===== src/rtl/shape_plotter_pkg.sv =====
`default_nettype none
// +----------------------------------------------------------------------+
// | shape_plotter_pkg                                                    |
// | Shared state encoding, mode codes and Q12 constants for the plotter. |
// | Revision: 1.0                                                        |
// +----------------------------------------------------------------------+
package shape_plotter_pkg;

  typedef enum logic [2:0] {
    IDLE  = 3'd0,
    SETUP = 3'd1,
    PLOT  = 3'd2,
    STEP  = 3'd3,
    DONE  = 3'd4
  } state_t;

  localparam logic MODE_CIRCLE   = 1'b0;
  localparam logic MODE_REULEAUX = 1'b1;

  localparam logic [11:0] SQRT3_6 = 12'd1182;
  localparam logic [11:0] SQRT3_3 = 12'd2365;

  // Multiply by a Q12 fraction and round to nearest.
  function automatic logic [31:0] q12_round(input logic [31:0] a, input logic [11:0] c);
    return (a * {20'd0, c} + 32'd2048) >> 12;
  endfunction

endpackage
`default_nettype wire


===== src/rtl/shape_plotter_if.sv =====
`default_nettype none
// +----------------------------------------------------------------------+
// | shape_plotter_if                                                     |
// | Draw request/done handshake plus the VGA plot port with back-pressure|
// | Revision: 1.0                                                        |
// +----------------------------------------------------------------------+
interface shape_plotter_if #(
  parameter int XW = 8,
  parameter int YW = 7,
  parameter int SW = 8
) ();
  logic          start;
  logic          mode;
  logic [2:0]    colour;
  logic [XW-1:0] centre_x;
  logic [YW-1:0] centre_y;
  logic [SW-1:0] size;
  logic          done;
  logic [XW-1:0] vga_x;
  logic [YW-1:0] vga_y;
  logic [2:0]    vga_colour;
  logic          vga_plot;
  logic          vga_ready;

  modport master (
    output start, mode, colour, centre_x, centre_y, size, vga_ready,
    input  done, vga_x, vga_y, vga_colour, vga_plot
  );

  modport slave (
    input  start, mode, colour, centre_x, centre_y, size, vga_ready,
    output done, vga_x, vga_y, vga_colour, vga_plot
  );
endinterface
`default_nettype wire


===== src/rtl/shape_plotter_stepper.sv =====
`default_nettype none
// +----------------------------------------------------------------------+
// | bresenham_stepper                                                    |
// | Midpoint circle octant walker: ox/oy/crit state and the oy<=ox test. |
// | Revision: 1.0                                                        |
// +----------------------------------------------------------------------+
module bresenham_stepper #(
  parameter int SW = 8
) (
  input  logic                 clk,
  input  logic                 rst_n,
  input  logic                 init_i,
  input  logic                 step_i,
  input  logic [SW-1:0]        size_i,
  output logic signed [SW+1:0] ox_o,
  output logic signed [SW+1:0] oy_o,
  output logic                 more_o
);
  typedef logic signed [SW+1:0] off_t;
  typedef logic signed [SW+2:0] crit_t;

  off_t  ox_q, oy_q, ox_d, oy_d;
  crit_t crit_q, crit_d;

  // more_o judges the post-step offsets so the FSM can branch in STEP itself.
  always_comb begin
    oy_d = oy_q + off_t'(1);
    if (crit_q <= crit_t'(0)) begin
      ox_d   = ox_q;
      crit_d = crit_q + (crit_t'(oy_d) <<< 1) + crit_t'(1);
    end else begin
      ox_d   = ox_q - off_t'(1);
      crit_d = crit_q + (crit_t'(oy_d - ox_d) <<< 1) + crit_t'(1);
    end
  end

  always_ff @(posedge clk) begin
    if (!rst_n) begin
      ox_q   <= '0;
      oy_q   <= '0;
      crit_q <= '0;
    end else if (init_i) begin
      ox_q   <= off_t'({2'b00, size_i});
      oy_q   <= '0;
      crit_q <= crit_t'(1) - crit_t'({3'b000, size_i});
    end else if (step_i) begin
      ox_q   <= ox_d;
      oy_q   <= oy_d;
      crit_q <= crit_d;
    end
  end

  assign ox_o   = ox_q;
  assign oy_o   = oy_q;
  assign more_o = (oy_d <= ox_d);

endmodule
`default_nettype wire


===== src/rtl/shape_plotter.sv =====
`default_nettype none
// +----------------------------------------------------------------------+
// | shape_plotter                                                        |
// | Circle / Reuleaux outline engine with clipping and plot back-pressure|
// | Revision: 1.0                                                        |
// +----------------------------------------------------------------------+
module shape_plotter #(
  parameter int SCREEN_W = 160,
  parameter int SCREEN_H = 120,
  parameter int XW       = 8,
  parameter int YW       = 7,
  parameter int SW       = 8
) (
  input  logic            clk,
  input  logic            rst_n,
  shape_plotter_if.slave  bus
);
  import shape_plotter_pkg::*;

  // Wide enough that no slot coordinate can wrap for any legal input.
  localparam int MW = (XW > YW) ? XW : YW;
  localparam int CW = ((MW > SW) ? MW : SW) + 3;
  typedef logic signed [CW-1:0] coord_t;
  localparam coord_t C_SCREEN_W = coord_t'(SCREEN_W);
  localparam coord_t C_SCREEN_H = coord_t'(SCREEN_H);

  state_t        state_q, state_d;
  logic          mode_q;
  logic [2:0]    colour_q;
  coord_t        cx_q, cy_q, v1x_q, v2x_q, vy_q, v3y_q;
  logic [SW-1:0] size_q;
  logic [2:0]    slot_q;

  logic signed [SW+1:0] w_ox_s, w_oy_s;
  logic          w_more_rows;
  coord_t        w_ox, w_oy, w_half, w_h, w_k;
  coord_t        w_sx [8];
  coord_t        w_sy [8];
  logic [7:0]    w_gate, w_vis;
  logic          w_found, w_more;
  logic [2:0]    w_fidx;
  logic          w_accept;

  bresenham_stepper #(.SW(SW)) u_stepper (
    .clk    (clk),
    .rst_n  (rst_n),
    .init_i (state_q == SETUP),
    .step_i (state_q == STEP),
    .size_i (size_q),
    .ox_o   (w_ox_s),
    .oy_o   (w_oy_s),
    .more_o (w_more_rows)
  );

  assign w_ox   = coord_t'(w_ox_s);
  assign w_oy   = coord_t'(w_oy_s);
  assign w_half = coord_t'({{(CW-SW){1'b0}}, size_q} >> 1);
  assign w_h    = coord_t'(q12_round(32'(size_q), SQRT3_6));
  assign w_k    = coord_t'(q12_round(32'(size_q), SQRT3_3));

  always_comb begin
    for (int i = 0; i < 8; i++) begin
      w_sx[i] = '0;
      w_sy[i] = '0;
    end
    w_gate = 8'hFF;
    if (mode_q == MODE_CIRCLE) begin
      w_sx[0] = cx_q + w_ox; w_sy[0] = cy_q + w_oy;
      w_sx[1] = cx_q + w_oy; w_sy[1] = cy_q + w_ox;
      w_sx[2] = cx_q - w_oy; w_sy[2] = cy_q + w_ox;
      w_sx[3] = cx_q - w_ox; w_sy[3] = cy_q + w_oy;
      w_sx[4] = cx_q - w_ox; w_sy[4] = cy_q - w_oy;
      w_sx[5] = cx_q - w_oy; w_sy[5] = cy_q - w_ox;
      w_sx[6] = cx_q + w_oy; w_sy[6] = cy_q - w_ox;
      w_sx[7] = cx_q + w_ox; w_sy[7] = cy_q - w_oy;
    end else begin
      // Each arc is centred on one vertex and bounded by the other two.
      w_sx[0] = cx_q + w_oy;  w_sy[0] = v3y_q + w_ox;
      w_sx[1] = cx_q - w_oy;  w_sy[1] = v3y_q + w_ox;
      w_sx[2] = v1x_q - w_ox; w_sy[2] = vy_q - w_oy;
      w_sx[3] = v1x_q - w_oy; w_sy[3] = vy_q - w_ox;
      w_sx[4] = v2x_q + w_ox; w_sy[4] = vy_q - w_oy;
      w_sx[5] = v2x_q + w_oy; w_sy[5] = vy_q - w_ox;
      w_gate  = {2'b00, (w_sx[5] >= cx_q), 1'b1, (w_sx[3] <= cx_q), 1'b1,
                 (w_sx[1] >= v2x_q), (w_sx[0] <= v1x_q)};
    end
    for (int i = 0; i < 8; i++) begin
      w_vis[i] = w_gate[i] && (w_sx[i] >= coord_t'(0)) && (w_sx[i] < C_SCREEN_W) &&
                 (w_sy[i] >= coord_t'(0)) && (w_sy[i] < C_SCREEN_H);
    end
  end

  // First visible slot at or after slot_q, and whether another follows it.
  always_comb begin
    w_found = 1'b0;
    w_more  = 1'b0;
    w_fidx  = '0;
    for (int i = 0; i < 8; i++) begin
      if (w_vis[i] && (3'(i) >= slot_q)) begin
        if (w_found) begin
          w_more = 1'b1;
        end else begin
          w_found = 1'b1;
          w_fidx  = 3'(i);
        end
      end
    end
  end

  assign w_accept = (state_q == PLOT) && w_found && bus.vga_ready;

  always_ff @(posedge clk) begin
    if (!rst_n) state_q <= IDLE;
    else        state_q <= state_d;
  end

  always_comb begin
    state_d = state_q;
    case (state_q)
      IDLE:    if (bus.start) state_d = SETUP;
      SETUP:   state_d = PLOT;
      PLOT:    if (!w_found || (w_accept && !w_more)) state_d = STEP;
      STEP:    state_d = w_more_rows ? PLOT : DONE;
      DONE:    if (!bus.start) state_d = IDLE;
      default: state_d = IDLE;
    endcase
  end

  always_comb begin
    bus.done       = (state_q == DONE);
    bus.vga_plot   = (state_q == PLOT) && w_found;
    bus.vga_colour = colour_q;
    bus.vga_x      = bus.vga_plot ? w_sx[w_fidx][XW-1:0] : '0;
    bus.vga_y      = bus.vga_plot ? w_sy[w_fidx][YW-1:0] : '0;
  end

  always_ff @(posedge clk) begin
    if (!rst_n) begin
      mode_q   <= MODE_CIRCLE;
      colour_q <= '0;
      cx_q     <= '0;
      cy_q     <= '0;
      size_q   <= '0;
      v1x_q    <= '0;
      v2x_q    <= '0;
      vy_q     <= '0;
      v3y_q    <= '0;
      slot_q   <= '0;
    end else begin
      if (state_q == IDLE && bus.start) begin
        mode_q   <= bus.mode;
        colour_q <= bus.colour;
        cx_q     <= coord_t'({{(CW-XW){1'b0}}, bus.centre_x});
        cy_q     <= coord_t'({{(CW-YW){1'b0}}, bus.centre_y});
        size_q   <= bus.size;
      end
      if (state_q == SETUP) begin
        v1x_q <= cx_q + w_half;
        v2x_q <= cx_q - w_half;
        vy_q  <= cy_q + w_h;
        v3y_q <= cy_q - w_k;
      end
      if (state_q == SETUP || state_q == STEP) slot_q <= '0;
      else if (w_accept)                       slot_q <= w_fidx + 3'd1;
    end
  end

endmodule
`default_nettype wire


===== src/flat_wrapper.sv =====
// flat-port wrapper written by rule: the top's interface ports become plain ports
module shape_plotter_flat import shape_plotter_pkg::*;
#(
  parameter int SCREEN_W = 160,
  parameter int SCREEN_H = 120,
  parameter int XW       = 8,
  parameter int YW       = 7,
  parameter int SW       = 8
)
  (clk, rst_n, bus_start, bus_mode, bus_colour, bus_centre_x, bus_centre_y, bus_size, bus_vga_ready, bus_done, bus_vga_x, bus_vga_y, bus_vga_colour, bus_vga_plot);
  shape_plotter_if #(.XW(XW), .YW(YW), .SW(SW)) bus_i ();
  input  logic clk;
  input  logic rst_n;
  input wire logic [$bits(bus_i.start)-1:0] bus_start;
  input wire logic [$bits(bus_i.mode)-1:0] bus_mode;
  input wire logic [$bits(bus_i.colour)-1:0] bus_colour;
  input wire logic [$bits(bus_i.centre_x)-1:0] bus_centre_x;
  input wire logic [$bits(bus_i.centre_y)-1:0] bus_centre_y;
  input wire logic [$bits(bus_i.size)-1:0] bus_size;
  input wire logic [$bits(bus_i.vga_ready)-1:0] bus_vga_ready;
  output wire logic [$bits(bus_i.done)-1:0] bus_done;
  output wire logic [$bits(bus_i.vga_x)-1:0] bus_vga_x;
  output wire logic [$bits(bus_i.vga_y)-1:0] bus_vga_y;
  output wire logic [$bits(bus_i.vga_colour)-1:0] bus_vga_colour;
  output wire logic [$bits(bus_i.vga_plot)-1:0] bus_vga_plot;
  assign bus_i.start = bus_start;
  assign bus_i.mode = bus_mode;
  assign bus_i.colour = bus_colour;
  assign bus_i.centre_x = bus_centre_x;
  assign bus_i.centre_y = bus_centre_y;
  assign bus_i.size = bus_size;
  assign bus_i.vga_ready = bus_vga_ready;
  assign bus_done = bus_i.done;
  assign bus_vga_x = bus_i.vga_x;
  assign bus_vga_y = bus_i.vga_y;
  assign bus_vga_colour = bus_i.vga_colour;
  assign bus_vga_plot = bus_i.vga_plot;
  shape_plotter #(.SCREEN_W(SCREEN_W), .SCREEN_H(SCREEN_H), .XW(XW), .YW(YW), .SW(SW)) u_core (.clk(clk), .rst_n(rst_n), .bus(bus_i));
endmodule

===== config.mk =====
export PLATFORM = sky130hd
export DESIGN_NAME = shape_plotter_flat
export DESIGN_NICKNAME = d
export VERILOG_FILES = /design/src/rtl/shape_plotter_pkg.sv /design/src/rtl/shape_plotter_if.sv /design/src/rtl/shape_plotter_stepper.sv /design/src/rtl/shape_plotter.sv /design/src/flat_wrapper.sv
export SDC_FILE = /design/constraint.sdc
export NUM_CORES = 1
export LEC_CHECK = 0
export BUFFER_PORTS_ARGS = -buffer_cell sky130_fd_sc_hd__buf_2
export CAP_MARGIN = 10
export CORE_UTILIZATION = 32
export DETAILED_ROUTE_END_ITERATION = 10
export PLACE_DENSITY = 0.56
export SYNTH_ARGS = -nofsm -noshare
export SYNTH_HDL_FRONTEND = slang
export SYNTH_SLANG_ARGS = --single-unit

===== constraint.sdc =====
create_clock -name clk -period 7.5 [get_ports clk]
set_input_delay 0.75 -clock clk [delete_from_list [all_inputs] [get_ports clk]]
set_output_delay 0.75 -clock clk [all_outputs]
set_load 0.005 [all_outputs]

Yosys cells after proc, flatten, opt, wreduce, memory -nomap -nowiden
Index checks and enable logic that the tools add are counted.
{ "totals": {"reg_bits": 108, "input_bits": 31, "out_inout_bits": 20, "elab_cells": 216} }
{ "op_classes": {"n_addsub": 30, "n_mul": 2, "n_lt_le_gt_ge": 47, "eq_ne": 7, "muxes": 60, "bitwise": 2, "n_reduce_logical": 53} }
{ "ops": {"columns": ["op", "n"], "rows": [
  ["$ge 11x1->1 const B", 16],
  ["$mux 66", 2],
  ["$lt 11x8->1 const B", 8],
  ["$lt 11x9->1 const B", 8],
  ["$bmux 11 s3", 2],
  ["$mux 3", 17],
  ["$mux 8", 6],
  ["$logic_and 1x1->1", 44],
  ["$mux 22", 2],
  ["$sub 11x10->11", 4],
  ["$add 11x10->11", 3],
  ["$mux 11", 3],
  ["$mux 1", 23],
  ["$add 11x11->11", 2],
  ["$add 11x2->11 const B", 2],
  ["$add 8x10->11", 2],
  ["$add 9x10->11", 2],
  ["$sub 8x10->11", 2],
  ["$sub 9x10->11", 2],
  ["$add 20x12->21 const B", 1],
  ["$mux 7", 3],
  ["$add 19x12->20 const B", 1],
  ["$mul 8x12->20 const B", 1],
  ["$mul 8x10->18 const B", 1],
  ["other kinds (33)", 44]
]} }

Logic depth before layout (Yosys ltp)
{ "logic_depth": {"ltp_word": 28, "depth_mapped": 30} }

By module
Synthesis repeated with hierarchy kept, for this count alone.
{ "hier_totals": {"hier_cells": 2492, "area_unflattened_um2": 19075.8} }
{ "modules_own_cells": {"columns": ["mod", "instances", "cells_per_inst", "area_per_inst_um2"], "rows": [
  ["shape_plotter", 1, 2067, 15780.1],
  ["bresenham_stepper", 1, 425, 3295.7]
]} }

Worst setup path before layout
OpenSTA, ideal clock, no wires.
{ "synth_timing": {"path_kind": "flip-flop to flip-flop", "from": "reg u_core.size_q[1]", "to": "reg u_core.v3y_q[7]", "setup_ns": 0.115, "arrival_time_ns": 5.907, "required_ns": 7.385, "setup_slack_ns": 1.478, "path_stages_with_launch": 30, "path_buffers": 0, "period_less_slack_ns": 6.022, "cell_sequence": "dfxtp_1 inv_1 ha_1 inv_1 fa_1 inv_1 ha_1 inv_1 fa_1 inv_1 ha_1 nand4_1 o21bai_1 a21o_1 a21o_1 a21o_1 a21o_1 a41o_1 nor2_1 xor2_1 ha_1 a21o_1 a21o_1 a21o_1 a21o_1 a21o_1 a21o_1 xnor2_1 o21ai_0 and2_1"} }
{ "synth_between": {"elab_chain_cells": 3} }
{ "synth_rtl": {"columns": ["element", "line_no", "source"], "rows": [
  ["start: declaration", "shape_plotter.sv:31", "logic [SW-1:0] size_q;"],
  ["start signal: assignment", "shape_plotter.sv:155", "size_q <= bus.size;"],
  ["$mul 8x12->20", "shape_plotter_pkg.sv:25", "return (a * {20'd0, c} + 32'd2048) >> 12;"],
  ["$add 20x12->21", "shape_plotter_pkg.sv:25", null],
  ["$sub 8x11->11", "shape_plotter.sv:161", "v3y_q <= cy_q - w_k;"],
  ["end signal: assignment", "shape_plotter.sv:161", null],
  ["end: declaration", "shape_plotter.sv:30", "coord_t cx_q, cy_q, v1x_q, v2x_q, vy_q, v3y_q;"]
]} }
No other way between the ends.
A chain may end at the register's enable or synchronous reset.

Final worst setup path
{ "layout_timing": {"from": "reg u_core.u_stepper.oy_q[4], in the netlist u_core.u_stepper.oy_o[4]", "to": "out bus_vga_x[4]"} }
{ "layout_between": {"elab_chain_cells": 28, "elab_cells_between_ends": 102} }
{ "layout_rtl": {"columns": ["element", "line_no", "source"], "rows": [
  ["start: declaration", "shape_plotter_stepper.sv:22", "off_t ox_q, oy_q, ox_d, oy_d;"],
  ["start signal: assignment", "shape_plotter_stepper.sv:48", "oy_q <= oy_d;"],
  ["$add 9x10->11", "shape_plotter.sv:69, shape_plotter.sv:74, shape_plotter.sv:78", null],
  ["$le 11x11->1 or $mux 66 (tied branches)", "shape_plotter.sv:85, shape_plotter.sv:67", null],
  ["$mux 8 or $ge 11x1->1 (tied branches)", "shape_plotter.sv:67, shape_plotter.sv:88", null],
  ["$logic_and 1x1->1 (3 in series)", "shape_plotter.sv:88", "w_vis[i] = w_gate[i] && (w_sx[i] >= coord_t'(0)) && (w_sx[i] < C_SCREEN_W) &&"],
  ["$logic_and 1x1->1", "shape_plotter.sv:89", "(w_sy[i] >= coord_t'(0)) && (w_sy[i] < C_SCREEN_H);"],
  ["$logic_and 1x1->1", "shape_plotter.sv:99", "if (w_vis[i] && (3'(i) >= slot_q)) begin"],
  ["$mux 1", "shape_plotter.sv:99", null],
  ["$mux 1", "shape_plotter.sv:100", "if (w_found) begin"],
  ["[... 9 more ...]", null, null],
  ["$mux 3", "shape_plotter.sv:100", null],
  ["$mux 3", "shape_plotter.sv:99", null],
  ["$mux 3", "shape_plotter.sv:100", null],
  ["$mux 3", "shape_plotter.sv:99", null],
  ["$not 3->4 (not written as such)", "shape_plotter.sv:133", "bus.vga_x = bus.vga_plot ? w_sx[w_fidx][XW-1:0] : '0;"],
  ["$bmux 11 s3", "shape_plotter.sv:133", null],
  ["$mux 8 (not written as such) (2 in series)", "shape_plotter.sv:133", null],
  ["$mux 8 *", "shape_plotter.sv:133", null],
  ["end: declaration", "flat_wrapper.sv:22", "output wire logic [$bits(bus_i.vga_x)-1:0] bus_vga_x;"]
]} }
Every way passes the cells marked *; elsewhere a longest branch is shown, timed or not. The select of a mux whose other input is x is not followed.

==> summary.md <==
| Metric | Value |
|---|---|
| CTS tree | `yes` |
| Worst Path Arrival | `6410 ps` |
| Routed Antenna Nets | `0` |
| H-tree Lvls | `3` |
| DR vias/cell | `5.94` |
| Initial antenna violation count | `0` |
| Drt drc | `6` |
| Most common cell in the synthesized netlist | `ha_1` |
| Top Ports | `51` |
| Max_cap viols | `0` |
| Avg Inst Size Synth | `7.73 um^2` |
| Initial Util | `32.5%` |
| GR Overflow Total | `0` |
| Cell taking the most area after synthesis | `ha_1` |
| Total Die Area | `61100 um^2` |
| P&R area growth vs syn | `8.79%` |
| Row Count | `89` |
| Max-slew headroom | `24.2%` |
| Final Skew | `15.1 ps` |
| Main synth FF type | `dfxtp_1` |
| Worst setup EP type | `output pin` |
| Syn. warnings | `0` |
| Critical Path Fanout Max | `15` |
| Overall global routing resource usage | `25.5%` |
| Netlist cell types | `105` |
| CTS max path bufs | `2` |
| Status | `finished with violations` |
| Clock net sink count | `101` |
| Pre-Repair DR Iteration Count | `8` |
| Violated checks | `design-rule violations` |
| First-pass GRT wire length | `117000 um` |
| Pre-CTS WS | `768 ps` |
| Nets | `2907` |
| CP Launch Point | `u_core.u_stepper.oy_o[4]` |
| Worst Tran Pin Value | `1130 ps` |
| Inserted Clock Buffers | `9` |
| Number of global-route vias before repair | `18397` |
| Synthesized instance count | `2488` |
| Max Clk Rate | `140 MHz` |
| Fin Hold WS | `469 ps` |
| Most frequent cells after synthesis | `311 x ha_1, 204 x nand2_1, 201 x nor2_1` |
| Hold-fix buffers at CTS | `0` |
| Layout cell share with drive strength beyond 1 | `8.57%` |
| Die Y-Extent | `247 um` |
| Crit Reg-Reg Startpoint | `u_core.size_q[7]` |
| CTS clock-pin slew for the worst setup and hold paths | `90 ps` |
| Share of synthesized registers carrying an async set or reset | `0%` |
| Die width | `247 um` |
| Port Buf Inserts | `50` |
| Sequential element share of the synthesized area | `10.5%` |
| Min Tclk post-route | `7160 ps` |
| Post-synth EDFFs | `0` |
| Final worst setup slack | `336 ps` |
| CP Class | `reg2out` |
| Clock Tree Root | `clkbuf_16` |
| Final setup viols | `0` |
| Crit share post-route | `95.5%` |
| Mapped cell area | `19200 um^2` |
| WL final | `78500 um` |
| GPL Wtd Cong | `1.07` |
| TNS Setup | `0 ps` |
| Clk_lat worst skew | `390 ps` |
| Layout fillers | `6234` |
| Post-Syn Nets | `2881` |
| Final Max Tran Viols | `0` |
| Synth area leaders | `ha_1 20%, dfxtp_1 11%, fa_1 5.3%` |
| Yosys top cell area share | `20.2%` |
| Hpwl dp | `64000 um` |
| Final-report hold violation count | `0` |
| Initial DRC count | `1857` |
| Largest net degree at the start of global routing | `83` |
| CP required | `6750 ps` |
| Worst Hold Launch | `u_core.v3y_q[8]` |
| Startpoint Class | `register` |
| Number of synthesized register bits | `101` |
| Routed via count | `19560` |
| Core area | `59200 um^2` |
| Avg WL per Cell | `23.8 um` |
| Worst hold path class | `reg2reg` |
| Ant diodes | `0` |
## timing repair
item | in CTS | in global routing
resized for setup | 0 | 5
setup buffers | 0 | 0
endpoints found under the setup margin | 0 | 5
## sequential cells by signal (all words and copies together) (netlist names)
signal and count:
u_core.u_stepper.crit_q 11, u_core.v3y_q 11, u_core.u_stepper.ox_o 10, u_core.u_stepper.oy_o 10, u_core.v1x_q 9, u_core.vy_q 9, u_core.cx_q 8, u_core.size_q 8
u_core.v2x_q 8, u_core.cy_q 7, u_core.bus.vga_colour 3, u_core.slot_q 3, u_core.state_q 3, u_core.mode_q 1
## kinds of logic (layout without fill, tap and decap cells)
family / Yosys count / in the layout / share of synthesized area (%)
simple gates: 770 / 770 / 19.9
compound gates: 761 / 761 / 28.0
fa+ha+maj: 362 / 362 / 25.6
xor+xnor: 153 / 153 / 7.04
mux: 43 / 43 / 2.88
flops: 101 / 101 / 10.5
buf+inv: 298 / 329 / 6.18
## layout by cell type, fill, tap and decap left out, drive strengths merged, types with 17 or more instances in the layout
cell,Yosys,layout
o211ai,32,32
a211o,20,20
a31oi,17,17
or3,21,21
inv,188,190
o21a,44,44
o211a,27,27
nor3,53,53
a211oi,47,47
dfxtp,101,101
a21oi,131,131
nor2b,47,47
o21ai,156,156
xnor2,104,104
fa,51,51
o31ai,17,17
a21boi,51,51
nand3,66,66
xor2,48,48
nand2b,41,41
nor2,201,201
and2,25,25
nand4,19,19
buf,39,125
a21o,52,52
nand2,205,205
mux2i,28,28
ha,311,311
## final cells by class
cell class              count  area, um^2  area share (%)
multi-input cells        2089       16100            76.8
flip-flops and latches    101        2030            9.69
well taps                 773         967            4.62
repair buffers            125         826            3.95
inverters                 188         708            3.39
clock buffers               9         225            1.08
clock inverters             7        93.8           0.449
## per-stage QoR
step | util (%) | std cells | cell area, um^2
3_3_place_gp | 34.7 | 3276 | 20600
6_report | 35.3 | 3292 | 20900
4_1_cts | 35.2 | 3292 | 20900
5_1_grt | 35.3 | 3292 | 20900
3_5_place_dp | 34.7 | 3276 | 20600
2_1_floorplan | - | 2488 | 19200
## per-layer routing
layer / part of all wire (%) / routed length (um) / vias up / track usage, %
met5: 0 / 0 / - / 0
met4: 3.6 / 2850 / 0 / 9.46
met3: 7.4 / 5820 / 127 / 3.25
met2: 43 / 33900 / 869 / 39.6
met1: 46 / 35900 / 9446 / 35.7
li1: - / - / 9118 / -
## worst paths after layout
kind                                   endpoint  slack, ps  depth (start not counted)
worst max register to register   u_core.vy_q[7]        800                         23
worst max-delay path               bus_vga_x[4]        340                         22
worst min-delay path            u_core.v3y_q[8]        470                          2
worst min register to register  u_core.v3y_q[8]        470                          2
## worst max-delay path, stage by stage, from the launching register on
cell	delay [ps]
dfxtp_1	520
inv_1	270
ha_1	500
nor3_1	180
o21ai_1	120
a31o_2	290
xnor2_1	310
inv_1	140
ha_1	310
o21ai_0	170
a21oi_1	60
o31ai_1	350
nand4_1	250
o311ai_1	240
nand3_1	260
o31ai_4	400
or4_4	220
nand2_4	90
inv_4	190
mux4_2	520
o221ai_1	250
o2111a_1	250
buf_2	120
Power is left out: the tool's default activity adds up to more than one toggle a clock period on the data nets, which glitch-free logic cannot reach.
